--- src/rtl/interface_name_pkg_hdl.sv ---
// Shared types and helpers for the interface_name stream arbiter.
// Round-robin search and bus slicing used by the top level.
package interface_name_pkg_hdl;

   typedef enum logic {IDLE, LOCKED} arb_state_t;

   localparam int MAX_CH  = 16;
   localparam int MAX_W   = 64;
   localparam int MAX_BUS = MAX_CH * MAX_W;

   // First requester at or above ptr, wrapping at n-1 -> 0.
   function automatic logic [3:0] rr_next(
      input logic [3:0]        ptr,
      input logic [MAX_CH-1:0] req,
      input int                n
   );
      logic [3:0] g;
      logic       hit;
      int         idx;
      g   = ptr;
      hit = 1'b0;
      for (int i = 0; i < MAX_CH; i++) begin
         if (i < n) begin
            idx = int'(ptr) + i;
            if (idx >= n) idx = idx - n;
            if (!hit && req[idx]) begin
               g   = 4'(idx);
               hit = 1'b1;
            end
         end
      end
      return g;
   endfunction

   function automatic logic [MAX_W-1:0] ch_slice(
      input logic [MAX_BUS-1:0] bus,
      input int                 c,
      input int                 w
   );
      logic [MAX_BUS-1:0] sh;
      sh = bus >> (c * w);
      return sh[MAX_W-1:0];
   endfunction

endpackage

--- src/rtl/interface_name_chan_fifo.sv ---
// Per-channel synchronous FIFO, pointers carry a wrap bit
// so full and empty fall out of a plain compare.
module interface_name_chan_fifo #(
   parameter int W     = 33,
   parameter int DEPTH = 4
) (
   input  logic         clock,
   input  logic         reset,
   input  logic         push,
   input  logic [W-1:0] wdata,
   input  logic         pop,
   output logic [W-1:0] rdata,
   output logic         full,
   output logic         empty
);

   localparam int AW = $clog2(DEPTH);

   logic [W-1:0] mem [DEPTH];
   logic [AW:0]  wp;
   logic [AW:0]  rp;

   assign full  = (wp[AW] != rp[AW]) &&
                  (wp[AW-1:0] == rp[AW-1:0]);
   assign empty = (wp == rp);
   assign rdata = mem[rp[AW-1:0]];

   always_ff @(posedge clock) begin
      if (push && !full) mem[wp[AW-1:0]] <= wdata;
   end

   always_ff @(posedge clock or negedge reset) begin
      if (!reset) begin
         wp <= '0;
         rp <= '0;
      end else begin
         if (push && !full) wp <= wp + 1'b1;
         if (pop && !empty) rp <= rp + 1'b1;
      end
   end

endmodule

--- src/rtl/interface_name_stream_arbiter.sv ---
// N-channel buffered stream merger: round-robin grant, optional
// packet lock, registered output and sticky handshake checks.
module interface_name_stream_arbiter
   import interface_name_pkg_hdl::*;
#(
   parameter int NUM_CH      = 4,
   parameter int DATA_W      = 32,
   parameter int DEPTH       = 4,
   parameter int PACKET_MODE = 1,
   parameter int CH_W        = $clog2(NUM_CH)
) (
   input  logic                     clock,
   input  logic                     reset,
   input  logic [NUM_CH-1:0]        in_valid,
   output logic [NUM_CH-1:0]        in_ready,
   input  logic [NUM_CH*DATA_W-1:0] in_data,
   input  logic [NUM_CH-1:0]        in_last,
   output logic                     out_valid,
   input  logic                     out_ready,
   output logic [DATA_W-1:0]        out_data,
   output logic                     out_last,
   output logic [CH_W-1:0]          out_ch,
   input  logic                     err_clr,
   output logic [NUM_CH-1:0]        proto_err
);

   logic [MAX_BUS-1:0] bus_pad;
   logic [NUM_CH-1:0]  full, empty, push, pop;
   logic [DATA_W:0]    rdata [NUM_CH];
   logic [DATA_W-1:0]  chd   [NUM_CH];

   arb_state_t      state, state_nxt;
   logic [CH_W-1:0] lock_ch, lock_nxt;
   logic [CH_W-1:0] ptr, ptr_nxt;
   logic [CH_W-1:0] gnt;
   logic            load;
   logic [DATA_W:0] beat;

   logic [NUM_CH-1:0] armed, cap_last, err;
   logic [DATA_W-1:0] cap_data [NUM_CH];

   assign bus_pad  = MAX_BUS'(in_data);
   assign in_ready = ~full & {NUM_CH{reset}};

   for (genvar c = 0; c < NUM_CH; c++) begin : g_ch
      assign chd[c]  = DATA_W'(ch_slice(bus_pad, c, DATA_W));
      assign push[c] = in_valid[c] & in_ready[c];

      interface_name_chan_fifo #(
         .W     (DATA_W + 1),
         .DEPTH (DEPTH)
      ) u_fifo (
         .clock (clock),
         .reset (reset),
         .push  (push[c]),
         .wdata ({in_last[c], chd[c]}),
         .pop   (pop[c]),
         .rdata (rdata[c]),
         .full  (full[c]),
         .empty (empty[c])
      );
   end

   always_comb begin
      state_nxt = state;
      lock_nxt  = lock_ch;
      ptr_nxt   = ptr;
      pop       = '0;
      if (state == LOCKED) gnt = lock_ch;
      else gnt = CH_W'(rr_next(4'(ptr), MAX_CH'(~empty), NUM_CH));
      load = (!out_valid || out_ready) && !empty[gnt];
      beat = rdata[gnt];
      if (load) begin
         pop[gnt] = 1'b1;
         if (beat[DATA_W] || PACKET_MODE == 0)
            ptr_nxt = (gnt == CH_W'(NUM_CH - 1)) ? '0 : gnt + 1'b1;
         if (PACKET_MODE != 0) begin
            state_nxt = beat[DATA_W] ? IDLE : LOCKED;
            lock_nxt  = gnt;
         end
      end
   end

   always_ff @(posedge clock or negedge reset) begin
      if (!reset) begin
         state     <= IDLE;
         lock_ch   <= '0;
         ptr       <= '0;
         out_valid <= 1'b0;
         out_data  <= '0;
         out_last  <= 1'b0;
         out_ch    <= '0;
      end else begin
         state   <= state_nxt;
         lock_ch <= lock_nxt;
         ptr     <= ptr_nxt;
         if (load) begin
            out_valid <= 1'b1;
            out_data  <= beat[DATA_W-1:0];
            out_last  <= beat[DATA_W];
            out_ch    <= gnt;
         end else if (out_ready) begin
            out_valid <= 1'b0;
         end
      end
   end

   // A stalled beat must be repeated unchanged on the next cycle.
   always_comb begin
      err = '0;
      for (int c = 0; c < NUM_CH; c++)
         err[c] = armed[c] & (!in_valid[c] ||
                  chd[c] != cap_data[c] ||
                  in_last[c] != cap_last[c]);
   end

   always_ff @(posedge clock or negedge reset) begin
      if (!reset) begin
         armed     <= '0;
         cap_last  <= '0;
         proto_err <= '0;
         for (int c = 0; c < NUM_CH; c++) cap_data[c] <= '0;
      end else begin
         armed     <= in_valid & ~in_ready;
         cap_last  <= in_last;
         proto_err <= (proto_err & ~{NUM_CH{err_clr}}) | err;
         for (int c = 0; c < NUM_CH; c++) cap_data[c] <= chd[c];
      end
   end

endmodule

--- config.mk ---
export PLATFORM = sky130hd
export DESIGN_NAME = interface_name_stream_arbiter
export DESIGN_NICKNAME = d
export VERILOG_FILES = /design/src/rtl/interface_name_pkg_hdl.sv /design/src/rtl/interface_name_chan_fifo.sv /design/src/rtl/interface_name_stream_arbiter.sv
export SDC_FILE = /design/constraint.sdc
export NUM_CORES = 1
export LEC_CHECK = 0
export ABC_CLOCK_PERIOD_IN_PS = 10300
export CAP_MARGIN = 20
export CORE_MARGIN = 2
export CORE_UTILIZATION = 45
export CTS_CLUSTER_SIZE = 20
export DETAILED_ROUTE_END_ITERATION = 7
export GPL_ROUTABILITY_DRIVEN = 0
export PLACE_DENSITY = 0.65
export SLEW_MARGIN = 10
export SYNTH_ARGS = -nofsm -noshare
export SYNTH_HDL_FRONTEND = slang
export SYNTH_SLANG_ARGS = --single-unit
--- constraint.sdc ---
create_clock -name clock -period 10.3 [get_ports clock]
set_clock_uncertainty 0.05 [all_clocks]
set_input_delay 2.06 -clock clock [delete_from_list [all_inputs] [get_ports clock]]
set_output_delay 2.06 -clock clock [all_outputs]
set_load 0.02 [all_outputs]
==> Flow_metrics.wiki, run 1 <==
{| class="wikitable"
! Metric !! Value
|-
| Number of failing hold endpoints at the final stage || 0
|-
| Maximum vdd ir drop || ~0.00024 V
|-
| Slowest CP cell || sky130_fd_sc_hd__clkdlybuf4s50_1
|-
| Number of DRC markers after the initial detailed-route iteration || approximately 1300
|-
| Setup Total Neg Slack || 0 ps
|-
| Worst hold path class || reg2reg
|-
| Vias in the first global route || ~15000
|-
| CTS tree || yes
|-
| Startpoint type of the worst setup path || input port
|-
| Clock-pin slew on the worst setup and hold paths || approximately 50 ps
|-
| Worst slew pin tran || 1001 ps
|-
| Number of buffers on the longest clock path || 3
|-
| Syn avg cell area || 19.11 µm²
|-
| Antenna violations before repair || 5
|-
| Post-synth EDFFs || 528
|-
| Cell taking the most area after synthesis || sky130_fd_sc_hd__edfxtp_1
|-
| Insertion delay of the later-clocked pin in the worst-skew pair || 630 ps
|-
| Sinks on Clock Net || ~730
|-
| Kind of end point of the critical path || primary output
|-
| Post-cts sizing count || 0
|-
| Count of input and output buffers || approximately 180
|-
| Synthesized instance count || 1496
|-
| Global router's overall resource usage || between 20% and 30%
|-
| Cell with the most instances after synthesis || sky130_fd_sc_hd__edfxtp_1
|-
| Portion of the post-synthesis area used by sequential elements || 73.24%
|-
| Number of warning messages in the yosys log || 0
|-
| Number of inserted filler cells in the final layout || ~5000
|-
| Maxcap violations || 0
|-
| # hold bufs at CTS || 0
|-
| Final design area excluding fillers || between 30000 and 40000 µm²
|-
| Total detailed-routing wirelength || around 68000 µm
|-
| Setup bufs post-CTS || 0
|-
| Share of layout cells above drive strength 1 || between 10% and 20%
|-
| Number of nets in the layout || about 1900
|-
| Area of the core || ~63000 µm²
|-
| Maximum cell stage delay along the critical path || ~670 ps
|-
| Maximum number of pins on one net before global-route repair || 73
|-
| Run status || complete, no violations
|-
| Leakage power figure || about 12 nW
|-
| Main synth FF type || sky130_fd_sc_hd__edfxtp_1
|-
| Area delta synth->final || 18.82%
|-
| Die height || roughly 260 µm
|-
| Dpl ws || between 4000 and 5000 ps
|-
| Period Utilization, post-route || between 50% and 60%
|-
| Time the final worst path needs with I/O delays and setup || approximately 5600 ps
|-
| Via count || approximately 14000
|-
| Count of pins over their slew limit || 0
|-
| Setup slack after layout || approximately 4700 ps
|-
| Crit Path Max Fanout || 39
|-
| Final Setup Violations || 0
|-
| Avg Vias per Cell || 5.440
|-
| Headroom to the max-slew limit || 33.24%
|-
| DPL Wire Length || between 40000 and 50000 µm
|-
| Site Rows || 92
|-
| Number of nets in the synthesized netlist || between 1500 and 2000
|-
| Number of top-level pins || 184
|-
| H-tree depth reported by CTS || 3
|-
| Root buffer cell || sky130_fd_sc_hd__clkbuf_16
|-
| Die Wd || around 260 µm
|-
| Maximum clock rate || approximately 180 MHz
|-
| Drt drc || 0
|-
| Pwr dens || 296.3 nW/µm²
|-
| RSZ-0062 raised after global routing || false
|-
| DIE AREA || approximately 66000 µm²
|-
| Chain of cells forming the critical path || buf_8 -> o21a_1 -> clkdlybuf4s50_1
|-
| Arrival time at the worst endpoint || ~3500 ps
|-
| Placement-stage cell area || between 30000 and 40000 µm²
|-
| Worst Setup Path Type || in2out
|-
| Area share of the largest cell type after synthesis || ~55%
|-
| Smallest hold slack || around 420 ps
|-
| Synth area leaders || sky130_fd_sc_hd__edfxtp_1, sky130_fd_sc_hd__dfrtp_1, sky130_fd_sc_hd__mux4_2
|-
| Cell area after technology mapping || roughly 29000 µm²
|-
| Initial standard-cell utilization of the core || a little under half
|-
| Final routed wire length divided by cell count || 25.57 µm
|-
| Wire length of the first global-routing pass || around 100000 µm
|-
| Congestion Overflow GR || 0
|-
| Detailed-router iteration count before antenna repair || 5
|-
| Post-synth cell types || 54
|-
| Clock buffer count from CTS || 78
|-
| Antenna-violating nets left || 0
|-
| Async set-reset flop share out of synthesis || between 20% and 30%
|-
| Worst endpoint required time || around 8200 ps
|-
| Leading post-synthesis cells by instance count || sky130_fd_sc_hd__edfxtp_1, sky130_fd_sc_hd__dfrtp_1, sky130_fd_sc_hd__mux4_2
|-
| Synth Register Bits || roughly 730
|}
-- where the power goes --
part           leakage [nW]  switching, W  internal, W
registers              7.17      0.000246      0.00362
clock network          1.24       0.00113      0.00159
logic                  3.52       0.00203      0.00145
-- through the flow --
step                      total power, W  cells  util (%)
after floorplan                 0.006160   1496         -
after global placement          0.007356   2497     49.95
after detailed placement        0.007413   2497     49.95
after CTS                        0.01014   2641     53.92
after global routing             0.01053   2641     53.92
final                            0.01006   2645     53.94
-- logic make-up after synthesis --
| kind of cell | count (synthesis) | synth area share (%) |
|---|---|---|
| simple gates | 150 | 2.810 |
| flops | 731 | 73.24 |
| compound gates | 107 | 2.618 |
| fa+ha+maj | 24 | 1.051 |
| xor+xnor | 154 | 4.929 |
| buf+inv | 115 | 1.690 |
| mux | 215 | 13.66 |
-- placed cells by master, fill, tap and decap left out, drive strengths merged, types with 3 or more instances in the layout --
cell type,netlist,final
o211ai,35,35
inv,57,61
clkdlybuf4s50,0,182
nor2,11,11
buf,23,31
clkinv,0,25
dfrtp,203,203
and3,23,23
xor2,28,28
o21ai,37,37
bufinv,0,4
a21oi,4,4
nand2,51,51
edfxtp,528,528
o41ai,3,3
diode,0,4
nor4,11,11
o21a,5,5
mux2,41,41
nor2b,5,5
ha,24,24
mux2i,38,38
nand4,37,37
mux4,136,136
nand3,7,7
xnor2,126,126
a2111oi,3,3
clkbuf,35,109
-- area by class of cell --
| class | instances | area (µm²) | share of cell area [%] |
|---|---|---|---|
| Multi-Input combinational cell | 650 | 7174 | 21.12 |
| Tap cell | 846 | 1059 | 3.117 |
| Antenna cell | 4 | 10.01 | 0.02947 |
| Timing Repair Buffer | 213 | 2062 | 6.071 |
| Inverter | 57 | 214.0 | 0.6300 |
| Clock inverter | 35 | 314.1 | 0.9247 |
| Sequential cell | 731 | 20940 | 61.65 |
| Clock buffer | 109 | 2191 | 6.451 |
-- worst max-delay path, delay by kind of cell --
kind	cells	cell delay, ps
compound gates	1	380
buf+inv	2	960
-- sequential cells by signal (all words and copies together) (netlist names) --
register	count
ptr	2
out_valid	1
out_data	32
state	1
out_last	1
cap_data	128
armed	4
cap_last	4
lock_ch	2
g_ch.u_fifo.rp	12
g_ch.u_fifo.wp	12
proto_err	4
g_ch.u_fifo.mem	528
-- layer usage --
layer,GRT usage [%],share of wire (%),wire (µm),vias to the layer above
li1,-,-,-,6316
met1,28.90,42,28160,7460
met2,33.59,48,32640,508
met3,4.942,7.3,4903,103
met4,6.709,2.8,1904,2
met5,0,0.018,12,-
-- final timing paths --
kind                                      start                    to  slack (ps)  cells past startpoint
max in group asynchronous                 reset  g_ch[2].u_fifo.rp[0]        7670                      2
min reg2reg                            armed[2]          proto_err[2]         420                      1
max reg2reg                g_ch[0].u_fifo.rp[0]                ptr[1]        5150                     12
min in group asynchronous                 reset          out_data[16]        1280                      1
min                                    armed[2]          proto_err[2]         420                      1
max                                       reset           in_ready[0]        4740                      3
Note: power is estimated with default switching activity, not from simulation.
==> inputs of run 2 (changes only) <==
--- a/config.mk
+++ b/config.mk
@@ -5,14 +5,14 @@
 export SDC_FILE = /design/constraint.sdc
 export NUM_CORES = 1
 export LEC_CHECK = 0
-export ABC_CLOCK_PERIOD_IN_PS = 10300
+export ABC_CLOCK_PERIOD_IN_PS = 5100
 export CAP_MARGIN = 20
 export CORE_MARGIN = 2
 export CORE_UTILIZATION = 45
 export CTS_CLUSTER_SIZE = 20
 export DETAILED_ROUTE_END_ITERATION = 7
 export GPL_ROUTABILITY_DRIVEN = 0
-export PLACE_DENSITY = 0.65
+export PLACE_DENSITY = 0.68
 export SLEW_MARGIN = 10
 export SYNTH_ARGS = -nofsm -noshare
 export SYNTH_HDL_FRONTEND = slang
==> constraint.sdc (replaced) <==
create_clock -name clock -period 5.1 [get_ports clock]
set_clock_uncertainty 0.05 [all_clocks]
set_input_delay 1.02 -clock clock [delete_from_list [all_inputs] [get_ports clock]]
set_output_delay 1.02 -clock clock [all_outputs]
set_load 0.02 [all_outputs]
==> run 2 against run 1 <==
Effect of this change:
- power up 100%
- cell count down 0.15%
- highest routed layer unchanged
- combinational power grew 100%
- critical path type is now reg2reg
- wire length shrank 1.2%
- sequential cell count is the same
- sequential share of layout area is 0.14 points lower
- largest power group unchanged
- count of clock-buffer cells in the layout shrank 9
==> Flow_metrics.wiki, run 2 (synthesis results as in run 1) <==
{| class="wikitable"
! Metric !! Value
|-
| Number of buffers on the longest clock path || 3
|-
| DPL Wire Length || approximately 45000 µm
|-
| Setup bufs post-CTS || 0
|-
| DIE AREA || ~66000 µm²
|-
| Die height || about 260 µm
|-
| Maximum vdd ir drop || 0.0005075 V
|-
| Dpl ws || ~870 ps
|-
| Via count || 14490
|-
| Crit Path Max Fanout || 25
|-
| Vias in the first global route || around 15000
|-
| Number of top-level pins || 184
|-
| Clock-pin slew on the worst setup and hold paths || approximately 60 ps
|-
| Wire length of the first global-routing pass || just under 100000 µm
|-
| Startpoint type of the worst setup path || flop
|-
| Final Setup Violations || 0
|-
| Clock buffer count from CTS || 75
|-
| Largest register FFs || ~530
|-
| Slowest CP cell || sky130_fd_sc_hd__o31a_2
|-
| Number of failing hold endpoints at the final stage || 0
|-
| Share of layout cells above drive strength 1 || between 10% and 20%
|-
| Count of input and output buffers || approximately 180
|-
| Final routed wire length divided by cell count || 25.30 µm
|-
| Worst slew pin tran || 910.8 ps
|-
| Pwr dens || approximately 600 nW/µm²
|-
| Sinks on Clock Net || around 730
|-
| Maximum clock rate || 231.0 MHz
|-
| Root buffer cell || sky130_fd_sc_hd__clkbuf_16
|-
| Area delta synth->final || 19.09%
|-
| Antenna-violating nets left || 0
|-
| CTS tree || yes
|-
| Chain of cells forming the critical path || inv_1 -> ha_1 -> mux4_2 -> a221oi_1 -> a2bb2oi_2 -> o31a_2 -> buf_12 -> mux2i_1 -> nand2_1 -> nand3_2 -> mux2_1
|-
| Avg Vias per Cell || 5.487
|-
| Count of pins over their slew limit || 0
|-
| Total detailed-routing wirelength || 66810 µm
|-
| Congestion Overflow GR || 0
|-
| Most frequent cells in the layout || sky130_fd_sc_hd__edfxtp_1, sky130_fd_sc_hd__dfrtp_1, sky130_fd_sc_hd__clkdlybuf4s50_1
|-
| Leakage power figure || roughly 12 nW
|-
| H-tree depth reported by CTS || 3
|-
| Setup slack after layout || between 700 and 800 ps
|-
| Site Rows || 92
|-
| # hold bufs at CTS || 0
|-
| Maximum number of pins on one net before global-route repair || 66
|-
| Most common cell after layout, fill and taps aside || sky130_fd_sc_hd__edfxtp_1
|-
| Maxcap violations || 0
|-
| Setup Total Neg Slack || 0 ps
|-
| Period Utilization, post-route || between 80% and 90%
|-
| Initial standard-cell utilization of the core || 45.40%
|-
| Worst endpoint required time || around 5600 ps
|-
| Post-cts sizing count || 0
|-
| Global router's overall resource usage || a little over 20%
|-
| Number of nets in the layout || between 1500 and 2000
|-
| Maximum cell stage delay along the critical path || just under 700 ps
|-
| RSZ-0062 raised after global routing || false
|-
| Worst hold path class || in2async
|-
| Worst Setup Path Type || reg2reg
|-
| Number of DRC markers after the initial detailed-route iteration || roughly 1400
|-
| Kind of end point of the critical path || flop
|-
| Area of the core || between 60000 and 70000 µm²
|-
| Insertion delay of the later-clocked pin in the worst-skew pair || around 630 ps
|-
| Time the final worst path needs with I/O delays and setup || between 4000 and 5000 ps
|-
| Detailed-router iteration count before antenna repair || 6
|-
| Die Wd || 256.0 µm
|-
| Arrival time at the worst endpoint || around 4800 ps
|-
| Antenna violations before repair || 3
|-
| Headroom to the max-slew limit || 39.28%
|-
| Drt drc || 0
|-
| Run status || complete, no violations
|}
[run 2: critical path, delay by kind of cell, from the launching register on]
kind,cells,cell delay [ps]
AOI/OAI and AO/OA,3,1370
adders and majority gates,1,480
buffers and inverters,2,550
DFF,1,600
and+or+nand+nor,2,240
muxes,3,900
[run 2: area by class of cell]
cell class,instances,area [µm²]
Fill cell,4846,28920
Tap cell,846,1059
Antenna cell,1,2.502
Multi-Input combinational cell,650,7174
Clock buffer,100,2082
Clock inverter,40,460.4
Inverter,57,214.0
Timing Repair Buffer,216,2110
Sequential cell,731,20940
[run 2: through the flow]
stage	std cells	total power (W)	hold WS, ps	utilization (%)	instance area (µm²)
after floorplan	1496	0.01244	387.5	-	28580
after global placement	2500	0.01483	402.4	50.02	31500
after detailed placement	2500	0.01497	407.6	50.02	31500
after CTS	2640	0.02055	206.6	54.06	34040
after global routing	2640	0.02128	222.2	54.06	34040
final	2641	0.02037	226.7	54.06	34040
[run 2: final timing paths]
path,start,end,slack (ps),depth (start not counted)
setup reg to reg,ptr[0],ptr[1],770,11
hold / removal,reset,cap_data[88],230,1
setup / recovery,ptr[0],ptr[1],770,11
max in group asynchronous,reset,cap_data[121],3500,2
min in group clock,armed[2],proto_err[2],420,1
hold reg to reg,armed[2],proto_err[2],420,1
[run 2: routing by layer]
metal / part of all wire [%] / vias to the layer above / global-route usage, %
li1: - / 6307 / -
met1: 41 / 7553 / 28.92
met2: 49 / 535 / 33.42
met3: 7.0 / 92 / 4.060
met4: 2.5 / 4 / 5.978
met5: 0.033 / - / 0
[run 2: power breakdown]
| part | switching [W] | internal, W |
|---|---|---|
| Sequential | 0.000512 | 0.00731 |
| Combinational | 0.00403 | 0.00297 |
| Clock | 0.00228 | 0.00327 |
| Total | 0.00682 | 0.0135 |
